$ cat config.mk
export PLATFORM = sky130hd
export DESIGN_NAME = fp_add_sequencer
export DESIGN_NICKNAME = d
export VERILOG_FILES = /design/src/rtl/fp_add_sequencer.sv
export SDC_FILE = /design/constraint.sdc
export NUM_CORES = 1
export LEC_CHECK = 0
export CORE_ASPECT_RATIO = 0.6
export CORE_MARGIN = 2
export CORE_UTILIZATION = 30
export CTS_BUF_LIST = sky130_fd_sc_hd__clkbuf_8
export DETAILED_ROUTE_END_ITERATION = 8
export MAX_ROUTING_LAYER = met4
export PLACE_DENSITY = 0.54
export SLEW_MARGIN = 40
export SYNTH_ARGS = -nofsm -noshare
export SYNTH_HDL_FRONTEND = slang
export SYNTH_SLANG_ARGS = --single-unit
$ cat constraint.sdc
create_clock -name Clock -period 5.11 [get_ports Clock]
set_input_delay 1.022 -clock Clock [delete_from_list [all_inputs] [get_ports Clock]]
set_output_delay 1.022 -clock Clock [all_outputs]
set_load 0.02 [all_outputs]
$ cat src/rtl/fp_add_sequencer.sv
// ----------------------------------------------------------------------------
// fp_add_sequencer
//
// Multi-cycle controller and datapath for a floating-point adder. It accepts
// one operand pair per operation and keeps a single operation in flight. The
// flow is COMPARE -> ALIGN (one shift per cycle) -> ADD -> NORM (one shift per
// cycle) -> DONE. Exponents are compared by an external exponent ALU.
//
// Ports
//   Clock       rising-edge clock
//   Reset_n     asynchronous active-low reset
//   InValid     operand pair valid
//   InReady     high only while idle
//   OpA, OpB    operands {sign, exponent, mantissa}, hidden bit implied
//   AluExpA/B   captured exponents, driven to the exponent ALU
//   AluExpSet   from ALU: 1 when exponent A >= exponent B
//   AluExpDiff  from ALU: |exponent A - exponent B|
//   OutValid    result valid, held until OutReady
//   OutReady    consumer accepts the result
//   Result      packed sum
//   Overflow    result saturated to an all-ones exponent
//
// Numbers with a zero exponent are treated as zero (no denormals). There is
// no Inf/NaN handling; an all-ones exponent is an ordinary exponent.
// ----------------------------------------------------------------------------
module fp_add_sequencer #(
    parameter int EXP_W = 8,
    parameter int MAN_W = 23
) (
    input  logic                   Clock,
    input  logic                   Reset_n,
    input  logic                   InValid,
    output logic                   InReady,
    input  logic [EXP_W+MAN_W:0]   OpA,
    input  logic [EXP_W+MAN_W:0]   OpB,
    output logic [EXP_W-1:0]       AluExpA,
    output logic [EXP_W-1:0]       AluExpB,
    input  logic                   AluExpSet,
    input  logic [EXP_W-1:0]       AluExpDiff,
    output logic                   OutValid,
    input  logic                   OutReady,
    output logic [EXP_W+MAN_W:0]   Result,
    output logic                   Overflow
);

    localparam int W  = 1 + EXP_W + MAN_W;  // packed operand width
    localparam int MW = MAN_W + 1;          // mantissa with hidden bit
    localparam int SW = MAN_W + 2;          // sum width, carry bit on top
    localparam int CW = $clog2(SW + 1);     // alignment counter width

    localparam logic [CW-1:0] D_MAX = CW'(SW);

    typedef enum logic [2:0] {
        S_IDLE,
        S_COMPARE,
        S_ALIGN,
        S_ADD,
        S_NORM,
        S_DONE
    } state_e;

    state_e state_q, state_d;

    // Datapath registers
    logic [W-1:0]     opa_q, opa_d;
    logic [W-1:0]     opb_q, opb_d;
    logic [W-1:0]     res_q, res_d;
    logic             ovf_q, ovf_d;
    logic             big_a_q, big_a_d;   // 1: A is the larger-exponent operand
    logic             sign_q, sign_d;     // sign of the pending result
    logic             first_q, first_d;   // first NORM cycle (carry handling)
    logic [MW-1:0]    sml_q, sml_d;       // smaller operand's mantissa, aligned
    logic [SW-1:0]    mant_q, mant_d;     // sum being normalised
    logic [EXP_W-1:0] exp_q, exp_d;       // result exponent
    logic [CW-1:0]    cnt_q, cnt_d;       // remaining alignment shifts

    // Operand fields
    logic             sign_a, sign_b;
    logic [EXP_W-1:0] exp_a, exp_b;
    logic [MAN_W-1:0] man_a, man_b;

    assign sign_a = opa_q[W-1];
    assign sign_b = opb_q[W-1];
    assign exp_a  = opa_q[W-2:MAN_W];
    assign exp_b  = opb_q[W-2:MAN_W];
    assign man_a  = opa_q[MAN_W-1:0];
    assign man_b  = opb_q[MAN_W-1:0];

    // COMPARE decode
    logic          zero_op;
    logic [31:0]   diff_u;
    logic [CW-1:0] d_sat;

    assign zero_op = (exp_a == '0) || (exp_b == '0);

    // Shifting further than the sum width cannot change the result, so the
    // alignment distance is capped there.
    always_comb begin
        diff_u = 32'(AluExpDiff);
        if (diff_u > 32'(SW)) begin
            d_sat = D_MAX;
        end else begin
            d_sat = CW'(AluExpDiff);
        end
    end

    // ADD: signed-magnitude add/subtract of the aligned mantissas
    logic [MW-1:0] big_man;
    logic          big_sign;
    logic          sml_sign;
    logic [SW-1:0] sum;
    logic          sum_sign;
    logic          sum_zero;

    always_comb begin
        big_man  = big_a_q ? {1'b1, man_a} : {1'b1, man_b};
        big_sign = big_a_q ? sign_a : sign_b;
        sml_sign = big_a_q ? sign_b : sign_a;
        if (sign_a == sign_b) begin
            sum      = {1'b0, big_man} + {1'b0, sml_q};
            sum_sign = big_sign;
        end else if (big_man >= sml_q) begin
            sum      = {1'b0, big_man} - {1'b0, sml_q};
            sum_sign = big_sign;
        end else begin
            // Equal exponents with the "small" operand larger in magnitude
            sum      = {1'b0, sml_q} - {1'b0, big_man};
            sum_sign = sml_sign;
        end
    end

    assign sum_zero = (sum == '0);

    // NORM decode
    logic             carry;
    logic             hidden;
    logic [EXP_W-1:0] exp_inc;
    logic             norm_done;

    assign carry     = mant_q[SW-1];
    assign hidden    = mant_q[SW-2];
    assign exp_inc   = exp_q + EXP_W'(1);
    // A carry right-shift always leaves the hidden bit set, so that cycle packs.
    assign norm_done = (first_q && carry) || hidden || (exp_q == EXP_W'(1));

    // ------------------------------------------------------------------------
    // State register
    // ------------------------------------------------------------------------
    always_ff @(posedge Clock or negedge Reset_n) begin
        if (!Reset_n) begin
            state_q <= S_IDLE;
        end else begin
            state_q <= state_d;
        end
    end

    // ------------------------------------------------------------------------
    // Next-state logic
    // ------------------------------------------------------------------------
    always_comb begin
        state_d = state_q;
        unique case (state_q)
            S_IDLE: begin
                if (InValid) begin
                    state_d = S_COMPARE;
                end
            end
            S_COMPARE: begin
                if (zero_op) begin
                    state_d = S_DONE;
                end else if (d_sat == '0) begin
                    state_d = S_ADD;
                end else begin
                    state_d = S_ALIGN;
                end
            end
            S_ALIGN: begin
                if (cnt_q == CW'(1)) begin
                    state_d = S_ADD;
                end
            end
            S_ADD: begin
                state_d = sum_zero ? S_DONE : S_NORM;
            end
            S_NORM: begin
                if (norm_done) begin
                    state_d = S_DONE;
                end
            end
            S_DONE: begin
                if (OutReady) begin
                    state_d = S_IDLE;
                end
            end
            default: state_d = S_IDLE;
        endcase
    end

    // ------------------------------------------------------------------------
    // Outputs
    // ------------------------------------------------------------------------
    always_comb begin
        InReady  = (state_q == S_IDLE);
        OutValid = (state_q == S_DONE);
        Result   = res_q;
        Overflow = ovf_q;
        AluExpA  = exp_a;
        AluExpB  = exp_b;
    end

    // ------------------------------------------------------------------------
    // Datapath next values
    // ------------------------------------------------------------------------
    always_comb begin
        opa_d   = opa_q;
        opb_d   = opb_q;
        res_d   = res_q;
        ovf_d   = ovf_q;
        big_a_d = big_a_q;
        sign_d  = sign_q;
        first_d = first_q;
        sml_d   = sml_q;
        mant_d  = mant_q;
        exp_d   = exp_q;
        cnt_d   = cnt_q;

        unique case (state_q)
            S_IDLE: begin
                if (InValid) begin
                    opa_d = OpA;
                    opb_d = OpB;
                    ovf_d = 1'b0;
                end
            end
            S_COMPARE: begin
                big_a_d = AluExpSet;
                exp_d   = AluExpSet ? exp_a : exp_b;
                sml_d   = AluExpSet ? {1'b1, man_b} : {1'b1, man_a};
                cnt_d   = d_sat;
                if (zero_op) begin
                    if (exp_a != '0) begin
                        res_d = opa_q;
                    end else if (exp_b != '0) begin
                        res_d = opb_q;
                    end else begin
                        res_d = '0;
                    end
                end
            end
            S_ALIGN: begin
                sml_d = sml_q >> 1;
                cnt_d = cnt_q - CW'(1);
            end
            S_ADD: begin
                mant_d  = sum;
                sign_d  = sum_sign;
                first_d = 1'b1;
                if (sum_zero) begin
                    res_d = '0;
                end
            end
            S_NORM: begin
                first_d = 1'b0;
                if (first_q && carry) begin
                    if (exp_inc == '1) begin
                        res_d = {sign_q, {EXP_W{1'b1}}, {MAN_W{1'b0}}};
                        ovf_d = 1'b1;
                    end else begin
                        // Right shift by one folded into the pack
                        res_d = {sign_q, exp_inc, mant_q[MAN_W:1]};
                    end
                end else if (hidden) begin
                    res_d = {sign_q, exp_q, mant_q[MAN_W-1:0]};
                end else if (exp_q == EXP_W'(1)) begin
                    // Underflow: no denormals, flush to +0
                    res_d = '0;
                end else begin
                    mant_d = mant_q << 1;
                    exp_d  = exp_q - EXP_W'(1);
                end
            end
            S_DONE: begin
            end
            default: begin
            end
        endcase
    end

    // ------------------------------------------------------------------------
    // Datapath registers
    // ------------------------------------------------------------------------
    always_ff @(posedge Clock or negedge Reset_n) begin
        if (!Reset_n) begin
            opa_q   <= '0;
            opb_q   <= '0;
            res_q   <= '0;
            ovf_q   <= 1'b0;
            big_a_q <= 1'b0;
            sign_q  <= 1'b0;
            first_q <= 1'b0;
            sml_q   <= '0;
            mant_q  <= '0;
            exp_q   <= '0;
            cnt_q   <= '0;
        end else begin
            opa_q   <= opa_d;
            opb_q   <= opb_d;
            res_q   <= res_d;
            ovf_q   <= ovf_d;
            big_a_q <= big_a_d;
            sign_q  <= sign_d;
            first_q <= first_d;
            sml_q   <= sml_d;
            mant_q  <= mant_d;
            exp_q   <= exp_d;
            cnt_q   <= cnt_d;
        end
    end

endmodule
==> impl_metrics.tcl <==
set metrics [dict create \
    cap_violations 0 \
    fp.dieH_um 163 \
    cts_root_buf "clkbuf_8" \
    final.period_utilization_pct 102 \
    dp_hpwl_um 39400 \
    io_buffers 127 \
    rsz0062_at_grt "yes" \
    cts_tree "built" \
    antenna_left 0 \
    min_period_ns 5.22 \
    grt_overflow 0 \
    grtUsageTotal_pct 24.4 \
    status "complete, but fails checks" \
    grt_pass1_vias 12100 \
    critPathRequiredTime_ns 5.55 \
    yosys_warnings 0 \
    layout_setup_ws_ns -0.115 \
    mostFrequentLayoutCells "buf_4 (220), dfrtp_1 (164), nor2_1 (141)" \
    mostFrequentLayoutCell "buf_4" \
    max-clock-path-buffers 2 \
    antenna_found_initial 0 \
    start_kind "flop" \
    vias 12531 \
    async_reset_ff_share_pct 100 \
    clock.fmax_mhz 191 \
    maxSlewHeadroom_pct 50.9 \
    routed_wl_um 52000 \
    worst_slew_pin_slew_ns 0.735 \
    post-route-drc-count 0 \
    cts.clk_slew.worst_paths_ns 0.12 \
    gp_congestion 0.964 \
    worstSetupPathType "reg -> reg" \
    synth.net_count 1557 \
    nNetsFinal 1843 \
    use_met1_pct 37.5 \
    finalClockSkew_ns 0.0246 \
    setup_viol 32 \
    ys_ff_latch 165 \
    synth.cell_area_mm2 0.0127 \
    finalMaxSlewViolations 0 \
    diodes 0 \
    dr.pass1.iters 7 \
    first_iter_violations 1224 \
    violations "setup timing" \
    io_pins 128 \
    final_core_util_pct 41.8 \
    grt_max_degree 87 \
    die_x_um 269 \
    dieArea_mm2 0.0440 \
    clk_latency_ns 0.54 \
    core_area_mm2 0.0418 \
    cts_sinks 165 \
    layout-drive-gt1-share_pct 29.6 \
    grt_pass1_wl_um 78600 \
    rows 58 \
    synth.avg_cell_area_um2 9.04 \
    htree_levels 4 \
    fill_cells 4195 \
    synth.yosys.seq_area_share_pct 32.6 \
    avgViaCountPerCell 5.52 \
    critPathCaptureType "flop" \
    synth_cell_types 86 \
    met3_usage_pct 5.51 \
    cp.arrival_ns 5.66 \
    synth_edf_count 0 \
    wl_per_cell_um 22.9 \
    cts_buffers 17 \
    ctsHoldBuffers 0 \
    hold_violations 0 \
    synth_cells 1402 \
    top_usage_layer "met1" \
    use_met2_pct 31.7 \
    syn_to_final_growth_pct 37.8 \
    critPathMaxFanout 8 \
    synth_ff_type "dfrtp_1" \
    start_util_pct 30.3 \
    hold_class "in -> async" \
]
-- flip-flops by register name, indices dropped and copies added (netlist names) --
| register | flops |
|---|---|
| sml_q | 24 |
| sign_q | 1 |
| opa_q | 32 |
| first_q | 1 |
| exp_q | 8 |
| Result | 32 |
| mant_q | 25 |
| Overflow | 1 |
| big_a_q | 1 |
| state_q | 3 |
| opb_q | 32 |
| cnt_q | 5 |
-- routing by layer --
metal,up-vias,wire (µm)
li1,5731,-
met1,6280,27100
met2,478,20100
met3,42,4080
met4,0,754
met5,-,0
-- area by class of cell --
cell class,count,area (µm²),share of cell area [%]
sequential,165,4130,23.6
inverter,79,297,1.70
timing repair buffer,370,3370,19.3
clock buffer,18,248,1.42
multi-input combinational,1055,8540,48.9
clock inverter,14,181,1.04
tap,570,713,4.08
-- cell families (layout without fill, tap and decap cells) --
| family | count (synthesis) | in the layout | share of synthesized area [%] |
|---|---|---|---|
| flops | 165 | 165 | 32.6 |
| mux | 156 | 156 | 14.2 |
| compound gates | 422 | 422 | 23.0 |
| fa+ha+maj | 78 | 78 | 7.87 |
| xor+xnor | 27 | 27 | 1.86 |
| buf+inv | 182 | 481 | 6.52 |
| simple gates | 372 | 372 | 14.1 |
-- per-stage QoR --
stage               std cells  worst slack (ns)  setup TNS, ns  cell area (µm²)  hold WS (ns)
finish                   2271            -0.115          -2.91            17500         0.467
global route             2271            -0.177          -4.95            17500         0.518
CTS                      2251          0.000512              0            16900         0.478
detailed placement       2198            -0.454         -13.96            15800         0.470
global placement         2195            -0.372         -11.38            15700         0.470
floorplan                1402            0.0890              0            12700         0.444
-- worst max-delay path, stage by stage (launching register included) --
cell,delay [ns]
dfrtp_2,0.49
buf_12,0.20
mux2i_4,0.25
inv_1,0.10
ha_4,0.33
nand4_1,0.25
nor3_2,0.28
a21bo_4,0.28
a31o_2,0.24
buf_4,0.17
nand2_4,0.12
a2111oi_2,0.09
o31ai_2,0.34
xnor2_2,0.16
or4_4,0.59
nor4_4,0.35
o311a_4,0.28
buf_12,0.14
clkbuf_16,0.15
mux2_4,0.30
-- worst paths after layout --
path | start | endpoint | slack, ns | cells past startpoint
max in group asynchronous | Reset_n | big_a_q | 3.69 | 2
max | big_a_q | Result[5] | -0.11 | 19
min reg2reg | sign_q | sign_q | 0.50 | 2
min | Reset_n | opa_q[16] | 0.47 | 1
min in group Clock | sign_q | sign_q | 0.50 | 2
max reg2reg | big_a_q | Result[5] | -0.11 | 19
-- synthesized netlist by cell type (11+ instances only) --
library cell | number | share of area (%)
dfrtp_1 | 165 | 33
nor2_1 | 147 | 4.4
a21oi_1 | 126 | 5.0
inv_1 | 79 | 2.3
nand2_1 | 79 | 2.3
ha_1 | 75 | 7.4
mux2_2 | 67 | 5.9
clkbuf_1 | 65 | 1.9
o21ai_0 | 63 | 2.5
mux2i_1 | 59 | 4.7
a22oi_1 | 36 | 2.1
mux2_4 | 30 | 3.6
a221oi_1 | 27 | 1.9
a221o_1 | 22 | 1.7
nor3_1 | 22 | 0.87
buf_4 | 21 | 1.2
xnor2_1 | 21 | 1.5
nand4_1 | 20 | 0.99
nand3_1 | 18 | 0.71
a211oi_1 | 17 | 1.0
buf_2 | 13 | 0.51
o31ai_1 | 12 | 0.71
a21o_1 | 11 | 0.65
a31oi_1 | 11 | 0.54
nor2b_1 | 11 | 0.54
-- repair_timing --
| action | 4_1_cts | 5_1_grt |
|---|---|---|
| setup endpoints to repair | 33 | 32 |
| pin swaps | 17 | 28 |
| gates cloned | 1 | 2 |
| gates resized for setup | 85 | 70 |
| setup buffers | 20 | 18 |
Power is left out: the tool's default activity adds up to more than one toggle a clock period on the data nets, which glitch-free logic cannot reach.
